$ cat config.mk
export PLATFORM = sky130hd
export DESIGN_NAME = ctrl_pipe
export DESIGN_NICKNAME = d
export VERILOG_FILES = /design/src/rtl/ctrl_pkg.sv /design/src/rtl/ctrl_stage_reg.sv /design/src/rtl/ctrl_pipe.sv
export SDC_FILE = /design/constraint.sdc
export NUM_CORES = 1
export LEC_CHECK = 0
export CAP_MARGIN = 25
export CELL_PAD_IN_SITES_DETAIL_PLACEMENT = 1
export CELL_PAD_IN_SITES_GLOBAL_PLACEMENT = 2
export CORE_MARGIN = 5
export CORE_UTILIZATION = 27
export DETAILED_ROUTE_END_ITERATION = 8
export PLACE_DENSITY_LB_ADDON = 0.1
export SKIP_CTS_REPAIR_TIMING = 1
export SYNTH_ARGS = -nofsm -noshare
export SYNTH_HDL_FRONTEND = slang
export SYNTH_SLANG_ARGS = --single-unit
$ cat constraint.sdc
create_clock -name clk -period 1.7 [get_ports clk]
set_clock_uncertainty 0.1 [all_clocks]
set_input_delay 0.425 -clock clk [delete_from_list [all_inputs] [get_ports clk]]
set_output_delay 0.425 -clock clk [all_outputs]
set_load 0.01 [all_outputs]
$ cat src/rtl/ctrl_pkg.sv
// Purpose: shared control-pipeline types, PCsrc / pc_sel / ALUop codes and helpers.
// Latency: n/a (package only).
// Backpressure: n/a; consumers decide how bundles advance.
package ctrl_pkg;

  localparam int RA_WIDTH  = 5;  // register-address width carried in the bundle
  localparam int AOP_WIDTH = 5;  // ALU opcode width carried in the bundle
  localparam int PCS_WIDTH = 4;  // PCsrc width carried in the bundle

  // Decoder PCsrc codes
  localparam logic [PCS_WIDTH-1:0] PC_SEQ = 4'b0000;
  localparam logic [PCS_WIDTH-1:0] PC_JR  = 4'b0001;
  localparam logic [PCS_WIDTH-1:0] PC_BR  = 4'b0010;
  localparam logic [PCS_WIDTH-1:0] PC_J   = 4'b0011;
  localparam logic [PCS_WIDTH-1:0] PC_JAL = 4'b0111;

  // PC mux select codes driven to the fetch stage
  localparam logic [1:0] SEL_SEQ = 2'd0;
  localparam logic [1:0] SEL_BR  = 2'd1;
  localparam logic [1:0] SEL_JMP = 2'd2;
  localparam logic [1:0] SEL_REG = 2'd3;

  // ALU opcodes
  localparam logic [AOP_WIDTH-1:0] ALU_NOP = 5'd0;
  localparam logic [AOP_WIDTH-1:0] ALU_ADD = 5'd1;
  localparam logic [AOP_WIDTH-1:0] ALU_SUB = 5'd2;
  localparam logic [AOP_WIDTH-1:0] ALU_AND = 5'd3;
  localparam logic [AOP_WIDTH-1:0] ALU_OR  = 5'd4;
  localparam logic [AOP_WIDTH-1:0] ALU_SLT = 5'd5;

  // An all-zero bundle is a bubble: valid=0 and every control deasserted.
  typedef struct packed {
    logic                 valid;
    logic                 regwrite;
    logic                 memtoreg;
    logic                 memread;
    logic                 memwrite;
    logic                 regdst;
    logic                 alusrc;
    logic [PCS_WIDTH-1:0] pcsrc;
    logic [AOP_WIDTH-1:0] aluop;
    logic [RA_WIDTH-1:0]  dest;
  } ctrl_bundle_t;

  // Register write only happens for a live instruction that does not target r0.
  function automatic logic eff_wen(input ctrl_bundle_t b);
    return b.valid & b.regwrite & (b.dest != '0);
  endfunction

  // PC select implied by a PCsrc code; SEL_SEQ means no redirect.
  function automatic logic [1:0] resolve_pc(input logic [PCS_WIDTH-1:0] code,
                                             input logic br_cond);
    logic [1:0] sel;
    sel = SEL_SEQ;
    case (code)
      PC_JR:       sel = SEL_REG;
      PC_BR:       sel = br_cond ? SEL_BR : SEL_SEQ;
      PC_J, PC_JAL: sel = SEL_JMP;
      default:     sel = SEL_SEQ;
    endcase
    return sel;
  endfunction

endpackage

$ cat src/rtl/ctrl_stage_reg.sv
// Purpose: one pipeline stage register for a control bundle, with bubble insert.
// Latency: 1 cycle from d to q.
// Backpressure: en=0 holds the stage; bubble=1 loads an all-zero (invalid) bundle.
// Ports: clk, rst_n (async, active-low); en, bubble controls; d next bundle; q held bundle.
module ctrl_stage_reg
  import ctrl_pkg::*;
#(
  parameter type T = ctrl_bundle_t
) (
  input  logic clk,
  input  logic rst_n,
  input  logic en,
  input  logic bubble,
  input  T     d,
  output T     q
);

  always_ff @(posedge clk or negedge rst_n) begin
    if (!rst_n) begin
      q <= '0;
    end else if (en) begin
      q <= bubble ? '0 : d;
    end
  end

endmodule

$ cat src/rtl/ctrl_pipe.sv
// Purpose: carries decoder control through ID/EX, EX/MEM, MEM/WB and resolves jumps/branches in EX.
// Latency: bundle captured at edge N drives EX in N+1, MEM in N+2, WB in N+3; PC resolution is combinational in EX.
// Backpressure: stall_i or redirect turns the ID/EX capture into a bubble; later stages always advance.
// Ports: id_* decoder bundle and rt/rd fields; stall_i from hazard unit; ex_br_cond_i from ALU;
//        ex_*/mem_*/wb_* per-stage controls and destinations; redirect_o/pc_sel_o/flush_o to fetch;
//        flush_cnt_o saturating redirect count.
module ctrl_pipe
  import ctrl_pkg::*;
#(
  parameter int REG_ADDR_W = RA_WIDTH,
  parameter int ALUOP_W    = AOP_WIDTH,
  parameter int PCSRC_W    = PCS_WIDTH,
  parameter int LINK_REG   = 31,
  parameter int CNT_W      = 16
) (
  input  logic                  clk,
  input  logic                  rst_n,
  input  logic                  id_valid_i,
  input  logic                  id_regwrite_i,
  input  logic                  id_memtoreg_i,
  input  logic                  id_memread_i,
  input  logic                  id_memwrite_i,
  input  logic                  id_regdst_i,
  input  logic                  id_alusrc_i,
  input  logic [PCSRC_W-1:0]    id_pcsrc_i,
  input  logic [ALUOP_W-1:0]    id_aluop_i,
  input  logic [REG_ADDR_W-1:0] id_rt_i,
  input  logic [REG_ADDR_W-1:0] id_rd_i,
  input  logic                  stall_i,
  input  logic                  ex_br_cond_i,
  output logic [ALUOP_W-1:0]    ex_aluop_o,
  output logic                  ex_alusrc_o,
  output logic                  ex_memread_o,
  output logic [REG_ADDR_W-1:0] ex_dest_o,
  output logic                  ex_wen_o,
  output logic                  mem_memread_o,
  output logic                  mem_memwrite_o,
  output logic [REG_ADDR_W-1:0] mem_dest_o,
  output logic                  mem_wen_o,
  output logic                  wb_regwrite_o,
  output logic                  wb_memtoreg_o,
  output logic                  wb_link_o,
  output logic [REG_ADDR_W-1:0] wb_waddr_o,
  output logic                  redirect_o,
  output logic [1:0]            pc_sel_o,
  output logic                  flush_o,
  output logic [CNT_W-1:0]      flush_cnt_o
);

  ctrl_bundle_t id_b, ex_q, mem_q, wb_q;
  logic [1:0]   ex_sel;
  logic         redirect;
  logic [CNT_W-1:0] cnt_q;

  // Destination is fixed at ID/EX capture so later stages only carry one address.
  always_comb begin
    id_b          = '0;
    id_b.valid    = id_valid_i;
    id_b.regwrite = id_regwrite_i;
    id_b.memtoreg = id_memtoreg_i;
    id_b.memread  = id_memread_i;
    id_b.memwrite = id_memwrite_i;
    id_b.regdst   = id_regdst_i;
    id_b.alusrc   = id_alusrc_i;
    id_b.pcsrc    = id_pcsrc_i;
    id_b.aluop    = id_aluop_i;
    if (id_pcsrc_i == PC_JAL) begin
      id_b.dest = REG_ADDR_W'(LINK_REG);
    end else if (id_regdst_i) begin
      id_b.dest = id_rt_i;
    end else begin
      id_b.dest = id_rd_i;
    end
  end

  // A redirect squashes the ID instruction, which also covers a coincident stall.
  ctrl_stage_reg u_id_ex (
    .clk(clk), .rst_n(rst_n), .en(1'b1),
    .bubble(redirect | stall_i | ~id_valid_i),
    .d(id_b), .q(ex_q)
  );

  // The redirecting instruction itself moves on, so jal still reaches writeback.
  ctrl_stage_reg u_ex_mem (
    .clk(clk), .rst_n(rst_n), .en(1'b1), .bubble(1'b0),
    .d(ex_q), .q(mem_q)
  );

  ctrl_stage_reg u_mem_wb (
    .clk(clk), .rst_n(rst_n), .en(1'b1), .bubble(1'b0),
    .d(mem_q), .q(wb_q)
  );

  always_comb begin
    ex_sel   = resolve_pc(ex_q.pcsrc, ex_br_cond_i);
    redirect = ex_q.valid & (ex_sel != SEL_SEQ);
  end

  always_ff @(posedge clk or negedge rst_n) begin
    if (!rst_n) begin
      cnt_q <= '0;
    end else if (redirect && (cnt_q != '1)) begin
      cnt_q <= cnt_q + 1'b1;
    end
  end

  assign ex_aluop_o     = ex_q.valid ? ex_q.aluop : '0;
  assign ex_alusrc_o    = ex_q.valid & ex_q.alusrc;
  assign ex_memread_o   = ex_q.valid & ex_q.memread;
  assign ex_dest_o      = ex_q.valid ? ex_q.dest : '0;
  assign ex_wen_o       = eff_wen(ex_q);

  assign mem_memread_o  = mem_q.valid & mem_q.memread;
  assign mem_memwrite_o = mem_q.valid & mem_q.memwrite;
  assign mem_dest_o     = mem_q.valid ? mem_q.dest : '0;
  assign mem_wen_o      = eff_wen(mem_q);

  assign wb_regwrite_o  = eff_wen(wb_q);
  assign wb_memtoreg_o  = wb_q.valid & wb_q.memtoreg;
  assign wb_link_o      = wb_q.valid & (wb_q.pcsrc == PC_JAL);
  assign wb_waddr_o     = wb_q.valid ? wb_q.dest : '0;

  assign redirect_o     = redirect;
  assign flush_o        = redirect;
  assign pc_sel_o       = redirect ? ex_sel : SEL_SEQ;
  assign flush_cnt_o    = cnt_q;

endmodule

After elaboration in Yosys (flattened, before gate mapping)
Cells that the tools add are included.
- input bits: 30
- logic and storage cells: 62
- bits in registers: 62
- output and inout bits: 49
- bitwise logic cells: 16
- equality and inequality tests: 7
- muxes and demuxes: 10
- reduce and logical (&&, ||, !) cells: 6
- $add $sub $neg: 1
- operators with widths (cell ; count):
    5-bit two-way mux ; 6
    21-bit two-way mux ; 1
    16-bit by 1-bit adder with 16-bit output, second input constant ; 1
    16-bit != test, second input constant ; 1
    5-bit nonzero test ; 3
    1-bit bitwise AND ; 13
    4-bit by 3-bit equality test with 1-bit output, second input constant ; 3
    4-bit by 2-bit equality test with 1-bit output, second input constant ; 2
    2-bit one-hot mux with 3 select lines ; 1
    4-bit by 1-bit equality test with 1-bit output, second input constant ; 1
    2-bit two-way mux ; 1
    1-bit OR ; 2
    2-bit nonzero test ; 1
    2-bit OR reduction ; 1
    1-bit logical AND ; 1
    1-bit two-way mux ; 1
    1-bit NOT ; 1

Longest topological paths before layout
Gate-level depths: netlist of run 1.
- word-level depth: 8
- gate-level depth with buffers: 7
- depth with buffers taken out: 5

Cells and area by module
Synthesis of run 1 repeated with hierarchy kept, for this count alone.
- cell total of the unflattened synthesis: 405
- area total of the unflattened synthesis: 3973.8 sq um
- by module, submodules not included (module ; instances ; cells each ; sequential area each (sq um) ; area each (sq um)):
    ctrl_stage_reg ; 3 ; 90 ; 525.5 ; 900.9
    ctrl_pipe ; 1 ; 135 ; 400.4 ; 1271.2

Worst setup path before layout of run 1
OpenSTA, ideal clock, no wires.
- path type: register -> register
- start point: register cnt_q[0], in the netlist flush_cnt_o[0]
- end point: register cnt_q[1], in the netlist flush_cnt_o[1]
- clock period less this slack: 1.877 ns
- data required time: 1.472 ns
- buffers on the path: 1
- setup slack: -0.177 ns
- cell stages (with the launch flop): 7
- data arrival time: 1.649 ns
- library setup time: 0.128 ns
- cell sequence: dfrtp_1 ha_1 nand3_2 or2_0 clkbuf_1 o21ai_2 mux2_1
- cells in the longest elaborated chain, start to end: 2
- elaborated cells between the ends (all ways): 3
- those cells by class: add/sub (1); eq/ne (1); reduce/logical (1)
- ends and longest elaborated chain (element ; line ; source):
    start, declared ; ctrl_pipe.sv:53 ; logic [CNT_W-1:0] cnt_q;
    start signal, assigned ; ctrl_pipe.sv:103 ; cnt_q <= cnt_q + 1'b1;
    branches (longest 2 deep; another with 16-bit by 1-bit adder with 16-bit output) ; -- ;
Several ways; the timed one is not identified.
A chain may end at the register's enable or synchronous reset.

Final worst setup path of run 1
- start point: register u_id_ex.q[3] (netlist name)
- end point: output port ex_wen_o
- cells in the longest elaborated chain, start to end: 2
- ends and longest elaborated chain (element ; line ; source):
    start, declared ; ctrl_stage_reg.sv:15 ; output T q
    start signal, assigned ; ctrl_stage_reg.sv:22 ; q <= bubble ? '0 : d;
    5-bit nonzero test ; ctrl_pkg.sv:47 ; return b.valid & b.regwrite & (b.dest != '0);
    1-bit bitwise AND ; ctrl_pkg.sv:47 ;
    end, declared ; ctrl_pipe.sv:35 ; output logic ex_wen_o,
Every way passes these cells.

==> key figures, run 1 <==
Outcome
  – Outcome: finished with violations
  – Failing checks: negative setup slack

Timing
  – RSZ-0062 raised after global routing: yes
  – Final hold vios: 0
  – WHS: 0.2506 ns
  – Slew margin rel.: 73.70%
  – Final worst path period share: 120.1%
  – Max-slew violation count: 0
  – Setup-failing EPs final: 34
  – Tmin final: 2.041 ns
  – Worst slew pin tran: 0.3909 ns
  – Max frequency: 490.0 MHz
  – PnR worst setup slack: -0.3410 ns

Drt
  – Residual DRC count: 0
  – Vias: 1973
  – DR vias/cell: 4.434
  – Final WL: 6.759 mm
  – Remaining antenna violation count: 0
  – Initial DRC count: 15
  – DR pass1 iterations: 2
  – WL/cell: 15.19 microns

Synth
  – Mux contribution to synthesized area: 2.870%
  – Post-synth top flop: dfrtp_1
  – Fraction of synthesized cell area in xor and xnor cells: 5.287%
  – Compound-Gate Fraction of Synth Area: 6.647%
  – Post-synthesis simple-gate area fraction: 19.84%
  – Adder-cell share of the synthesized area: 0.5035%
  – Ranking of synthesized cells by area: dfrtp_1 62%, and2_1 10%, xnor2_1 5.3%, mux2i_1 2.4%, o211ai_1 1.8%
  – Synth cell count leaders: 62 x dfrtp_1, 40 x and2_1, 15 x xnor2_1
  – Mapped cell area: 2485 sq um
  – Synth area leader: dfrtp_1
  – Post-synth EDFFs: 0
  – Cell with the most instances after synthesis: dfrtp_1
  – Synth async-reset ratio: 100.0%
  – Yosys warns: 0
  – Sequential area share after synthesis: 62.44%
  – Mapped Cells: 193
  – Post-synth top area share: 62.44%
  – Main combinational cell family by area after synthesis: simple AND/OR/NAND/NOR gates
  – Syn avg cell area: 12.88 sq um
  – Netlist cell types: 36
  – Synth Net Count: 224
  – FF+latch count, synth: 62

CTS
  – CTS Buf Count: 9
  – Maximum clock path buffer count: 2
  – TritonCTS clock tree: yes
  – Worst-Skew Late Latency: 0.34 ns
  – Clock Sinks: 62
  – Root buffer cell: clkbuf_8
  – H-Tree Depth: 3
  – Clock transition at the registers of the reported paths: 0.07 ns

Floorplan
  – Core Region: 9109 sq um
  – Rows: 35
  – Die Width: 105.9 microns
  – I/O pin total: 79
  – Initial core utilization: 27.28%
  – Die H: 105.9 microns
  – Die area: 11220 sq um

Placed design
  – Placed cells: 410
  – Dpl hpwl: 4.694 mm
  – GPL Wtd Cong: 0.7294
  – Port Buf Inserts: 78

Final layout
  – Ant diodes: 0
  – Fin nets: 360
  – Finished Layout Cells: 445
  – Layout area overhead: 68.33%
  – Fin util: 45.92%
  – Layout cells sized above 1: 44.91%
  – # fillers: 1011

Worst setup path
  – Critical path data arrival time: 1.52 ns
  – Bufs and invs on worst path: 1
  – CP cell instances: or3_1, o311a_1, buf_6
  – Worst R2R Setup Slack: -0.09 ns
  – Family with the most delay on the worst path: flip-flops
  – CP max stage cell: dfrtp_1
  – Worst r2r path cells: 8
  – CP Data Required Time: 1.17 ns
  – Crit path launch type: flop
  – Reg2reg start: u_id_ex.q[20]$_DFF_PN0_
  – Worst Setup Path Type: flop to primary output
  – Reg-to-Reg End: u_id_ex.q[1]$_DFF_PN0_
  – Critical path peak fanout: 2
  – Crit. End Element: primary output
  – CP peak stage delay: 0.38 ns

GRT
  – Antenna violations before repair: 0
  – Global Route Usage Sum: 12.01%
  – First-pass GRT wire length: 10.33 mm
  – Largest net degree at the start of global routing: 63
  – Grt ovf: 0
  – Vias in the first global route: 2105

Worst hold path
  – Worst hold stages: 0
  – HP Start: u_id_ex.q[16]$_DFF_PN0_
  – Worst Hold End: u_ex_mem.q[16]$_DFF_PN0_
  – Hold crit path type: flop to flop

Power
  – Pwr/cell area: 867.6 nW/um^2
  – Total design power: 3.629 mW
  – Pleak: 2.269 nW
  – Worst IR Drop VDD: 0.6043 mV

Run
  – Max-Cap Viols: 0
==> placed cells by master, fill, tap and decap left out, types with 3 or more instances in the layout <==
master and count:
o311a_1 3, and2_1 24, mux2i_1 6, or3_1 3, clkinv_4 3, dfrtp_2 13
xnor2_1 15, o2111ai_1 3, o211ai_1 6, nand4_1 6, buf_4 37, buf_2 9
nand3_1 3, clkbuf_8 10, clkdlybuf4s50_1 27, and3_1 5, dfrtp_1 49, a21oi_2 5
dlymetal6s2s_1 19, and2_4 16, clkbuf_2 11, buf_6 26
==> through the flow <==
stage	instance area [sq um]	setup TNS (ns)	setup slack, ns
finish	4183	-3.391	-0.3410
detailed placement	3646	-20.77	-0.7583
global route	4183	-6.093	-0.4224
floorplan	2504	-0.08659	-0.08659
CTS	3877	-22.49	-0.7663
global placement	3646	-20.35	-0.7674
==> worst max path at each step <==
stage	cells after the start	slack (ns)	start	to
3_3_place_gp	4	-0.77	ex_br_cond_i	redirect_o
5_1_grt	3	-0.42	u_ex_mem.q[1]$_DFF_PN0_	mem_wen_o
2_1_floorplan	6	-0.09	flush_cnt_o[1]$_DFFE_PN0P_	flush_cnt_o[1]$_DFFE_PN0P_
4_1_cts	4	-0.77	ex_br_cond_i	redirect_o
3_5_place_dp	4	-0.76	ex_br_cond_i	redirect_o
6_report	3	-0.34	u_id_ex.q[3]$_DFF_PN0_	ex_wen_o
==> layout make-up <==
class / count / area, sq um / share of cell area, %
Clock inverter: 6 / 93.84 / 2.243
Tap cell: 111 / 138.9 / 3.320
Sequential cell: 62 / 1568 / 37.48
Timing Repair Buffer: 132 / 1224 / 29.26
Multi-Input combinational cell: 121 / 999.7 / 23.90
Timing Repair inverter: 1 / 8.758 / 0.2094
Clock buffer: 10 / 137.6 / 3.290
Inverter: 2 / 12.51 / 0.2991
==> flip-flops by register name (all words and copies together) (netlist names) <==
register and flops:
u_mem_wb.q 12, u_ex_mem.q 14, flush_cnt_o 16, u_id_ex.q 20
==> cell families after synthesis <==
kind of cell             after synthesis
AND/OR/NAND/NOR                       78
flip-flops                            62
XOR/XNOR                              15
buffers and inverters                 10
adder cells (fa/ha/maj)                1
AO/OA/AOI/OAI                         20
multiplexers                           7
==> power by group <==
| group | internal (mW) | switching [mW] | total, mW |
|---|---|---|---|
| sequential | 1.56 | 0.0712 | 1.63 |
| clock | 0.875 | 0.615 | 1.49 |
| combinational | 0.302 | 0.203 | 0.505 |
| total | 2.74 | 0.890 | 3.63 |
==> routing by layer <==
| layer | track usage, % | share of wire [%] |
|---|---|---|
| met2 | 21.31 | 55 |
| met5 | 0 | 0 |
| met1 | 13.19 | 40 |
| met3 | 4.432 | 4.2 |
| met4 | 4.163 | 0.93 |
(Power assumes the default switching activity.)
==> inputs of run 2 (changes only) <==
--- a/config.mk
+++ b/config.mk
@@ -5,6 +5,7 @@
 export SDC_FILE = /design/constraint.sdc
 export NUM_CORES = 1
 export LEC_CHECK = 0
+export ABC_CLOCK_PERIOD_IN_PS = 1700
 export CAP_MARGIN = 25
 export CELL_PAD_IN_SITES_DETAIL_PLACEMENT = 1
 export CELL_PAD_IN_SITES_GLOBAL_PLACEMENT = 2
==> results of run 2 <==
Final layout, timing and power as in run 1 (identical DEF).
==> variant (settings of run 2) <==
Change the parameter `CNT_W` from 16 to 20.
--- a/src/rtl/ctrl_pipe.sv
+++ b/src/rtl/ctrl_pipe.sv
@@ -12,5 +12,5 @@
   parameter int PCSRC_W    = PCS_WIDTH,
   parameter int LINK_REG   = 31,
-  parameter int CNT_W      = 16
+  parameter int CNT_W      = 20
 ) (
   input  logic                  clk,
Interface: changed (resized flush_cnt_o); port bits go from 79 to 83. No check against the original RTL was run, so the function may have changed too.
==> variant against run 2 <==
The flow still finishes with violations (setup timing); core utilization rose by 3.6 points; synthesized area rose by 6.4%; design area is 14% higher; worst setup slack got worse by 0.0084 ns; fmax down 0.41%; total power increased by 3.2%; wire length up 12%; sequential cell count is 4 higher; largest power group unchanged; highest routed layer unchanged.
==> variant: results (changes against run 2) <==
- Per-cell via count in the routed design: 4.23 (was 4.43)
* Fraction of the mapped netlist area in compound gates: 0.0473 (was 0.0665)
- The non-filler instance count after layout is 505 (was 445).
- The maximum fanout along the worst path came to 2 (unchanged).
- The net count reported at finish was 398 (was 360).
- The length of routed met3 wiring came to 418 um (was 285 um).
- The detailed-router iteration count before antenna repair is 4 (was 2).
* Met2 GRT Util: 0.180 (was 0.213)
- Inserted Clock Buffers: 9 (unchanged)
* Largest voltage drop on the vdd net: 422 uV (was 604 uV)
- Final weighted congestion of routability-driven global placement: 0.749 (was 0.729)
- The number of routed nets with antenna violations is 0 (unchanged).
- Worst-margin pin slew: 0.362 ns (was 0.391 ns)
- Launch point of the worst reg-to-reg path: u_id_ex.q[11] (was u_id_ex.q[20])
* Post-Synth Adder-Cell Area: 0.00473 (was 0.00504)
- The post-synth net total was 238 (was 224).
* Post-route met1 wirelength: 3480 um (was 2710 um)
* Met1 Track Usage GR: 0.165 (was 0.132)
- The type of the tightest min-delay check is flip-flop to flip-flop (unchanged).
* Placed wire-length estimate: 5300 um (was 4690 um)
- Failing checks: setup timing (unchanged).
* Grt met3 use: 0.0409 (was 0.0443)
- The placed standard-cell area was 4040 um2 (was 3650 um2).
- Gate count of the mapped netlist: 207 (was 193)
* Outcome: complete, but fails checks (unchanged)
* Ranking of synthesized cells by area: dfrtp_1 (62%), and2_1 (9.5%), xnor2_1 (5.3%) (was dfrtp_1 (62%), and2_1 (10%), xnor2_1 (5.3%))
* Top cell types by occurrence after synthesis: dfrtp_1 (66), and2_1 (40), xnor2_1 (16) (was dfrtp_1 (62), and2_1 (40), xnor2_1 (15))
* Starting DRT DRC Count: 36 (was 15)
- Via count of the first global-routing pass: 2289 (was 2105)
- The parity-gate share of the synthesized area counting xor and xnor cells came to 0.0563 (was 0.0529).
- Number of failing setup endpoints in the final timing report: 59 (was 34)
- Global routing usage summed across all routing layers: 0.122 (was 0.120)
* Final setup slack of the worst path: -0.349 ns (was -0.341 ns)
- Cell area power density: 784 nW/um2 (was 868 nW/um2)
- The cell count of the worst reg-to-reg path is 7 (was 8).
* Wire length of the first global-routing pass: 11100 um (was 10300 um)
* Post-Place Cells: 465 (was 410)
* Final setup TNS: -9.09 ns (was -3.39 ns)
* Routed wire per std cell: 15.0 um (was 15.2 um)
* Largest net degree at the start of global routing: 41 (was 63)
* P_leak: 2.70 nW (was 2.27 nW)
* Routed met2 length: 3610 um (was 3700 um)
- The ratio of cells with drive above 1 in the final layout was 0.524 (was 0.449).
- The reg-to-reg critical path endpoint is flush_cnt_o[1] (was u_id_ex.q[1]).
- Portion of the post-synthesis area used by sequential elements: 0.625 (was 0.624)
- The worst min-delay path startpoint is u_id_ex.q[18] (was u_id_ex.q[16]).
* Port Buffer Count: 82 (was 78)
- Multiplexer share of the synthesized area: 0.0331 (was 0.0287)
- Flop-to-flop setup slack: -0.26 ns (was -0.09 ns)
* Number of distinct library cells after synthesis: 40 (was 36)
-- variant: cell types whose count changed after synthesis, sizes merged, moves of 3 or more --
cell	delta
dfrtp	+4
nand3	+4
nor3	+3
buf	-3
o211ai	-6
o2111ai	-4
nand2	+9
-- variant: how the worst min path moves through the flow --
stage | end | slack, ns | cells past startpoint
3_3_place_gp | u_mem_wb.q[18] | 0.23 | 0
6_report | u_ex_mem.q[18] | 0.25 | 0
5_1_grt | u_ex_mem.q[18] | 0.26 | 0
4_1_cts | u_ex_mem.q[11] | -0.13 | 1
2_1_floorplan | flush_cnt_o[0] | 0.03 | 0
3_5_place_dp | u_ex_mem.q[18] | 0.24 | 0
-- variant: per-stage QoR --
step | worst slack [ns] | power [W] | utilization
floorplan | -0.0768 | 0.00188 | -
global placement | -0.705 | 0.00222 | 0.419
detailed placement | -0.708 | 0.00223 | 0.419
CTS | -0.719 | 0.00370 | 0.441
global route | -0.417 | 0.00392 | 0.495
finish | -0.349 | 0.00374 | 0.495
-- variant: cells by family after synthesis --
kind of cell	after synthesis
AOI/OAI and AO/OA	14
xor gates and xnor gates	17
adders and majority gates	1
buffers and inverters	7
DFF	66
muxes	8
and+or+nand+nor	94
-- variant: where the power goes --
part           total (W)  internal, W  switching (W)  leakage [nW]
clock            0.00146     0.000832       0.000630         0.107
sequential       0.00170      0.00165      0.0000518         0.883
combinational   0.000579     0.000351       0.000228          1.71
-- variant: layout make-up --
cell class,count,area (um2)
clock buffer,10,128
clock inverter,6,90.1
fill,1040,4860
inverter,3,16.3
multi-input combinational,134,1250
sequential,66,1660
tap,133,166
timing repair buffer,152,1450
timing repair inverter,1,8.76
-- variant: worst max-delay path, cell delays in order (launching register included) --
cell and delay [ns]:
dfrtp_1 0.38, or3_1 0.36, o311a_1 0.30, clkbuf_2 0.14
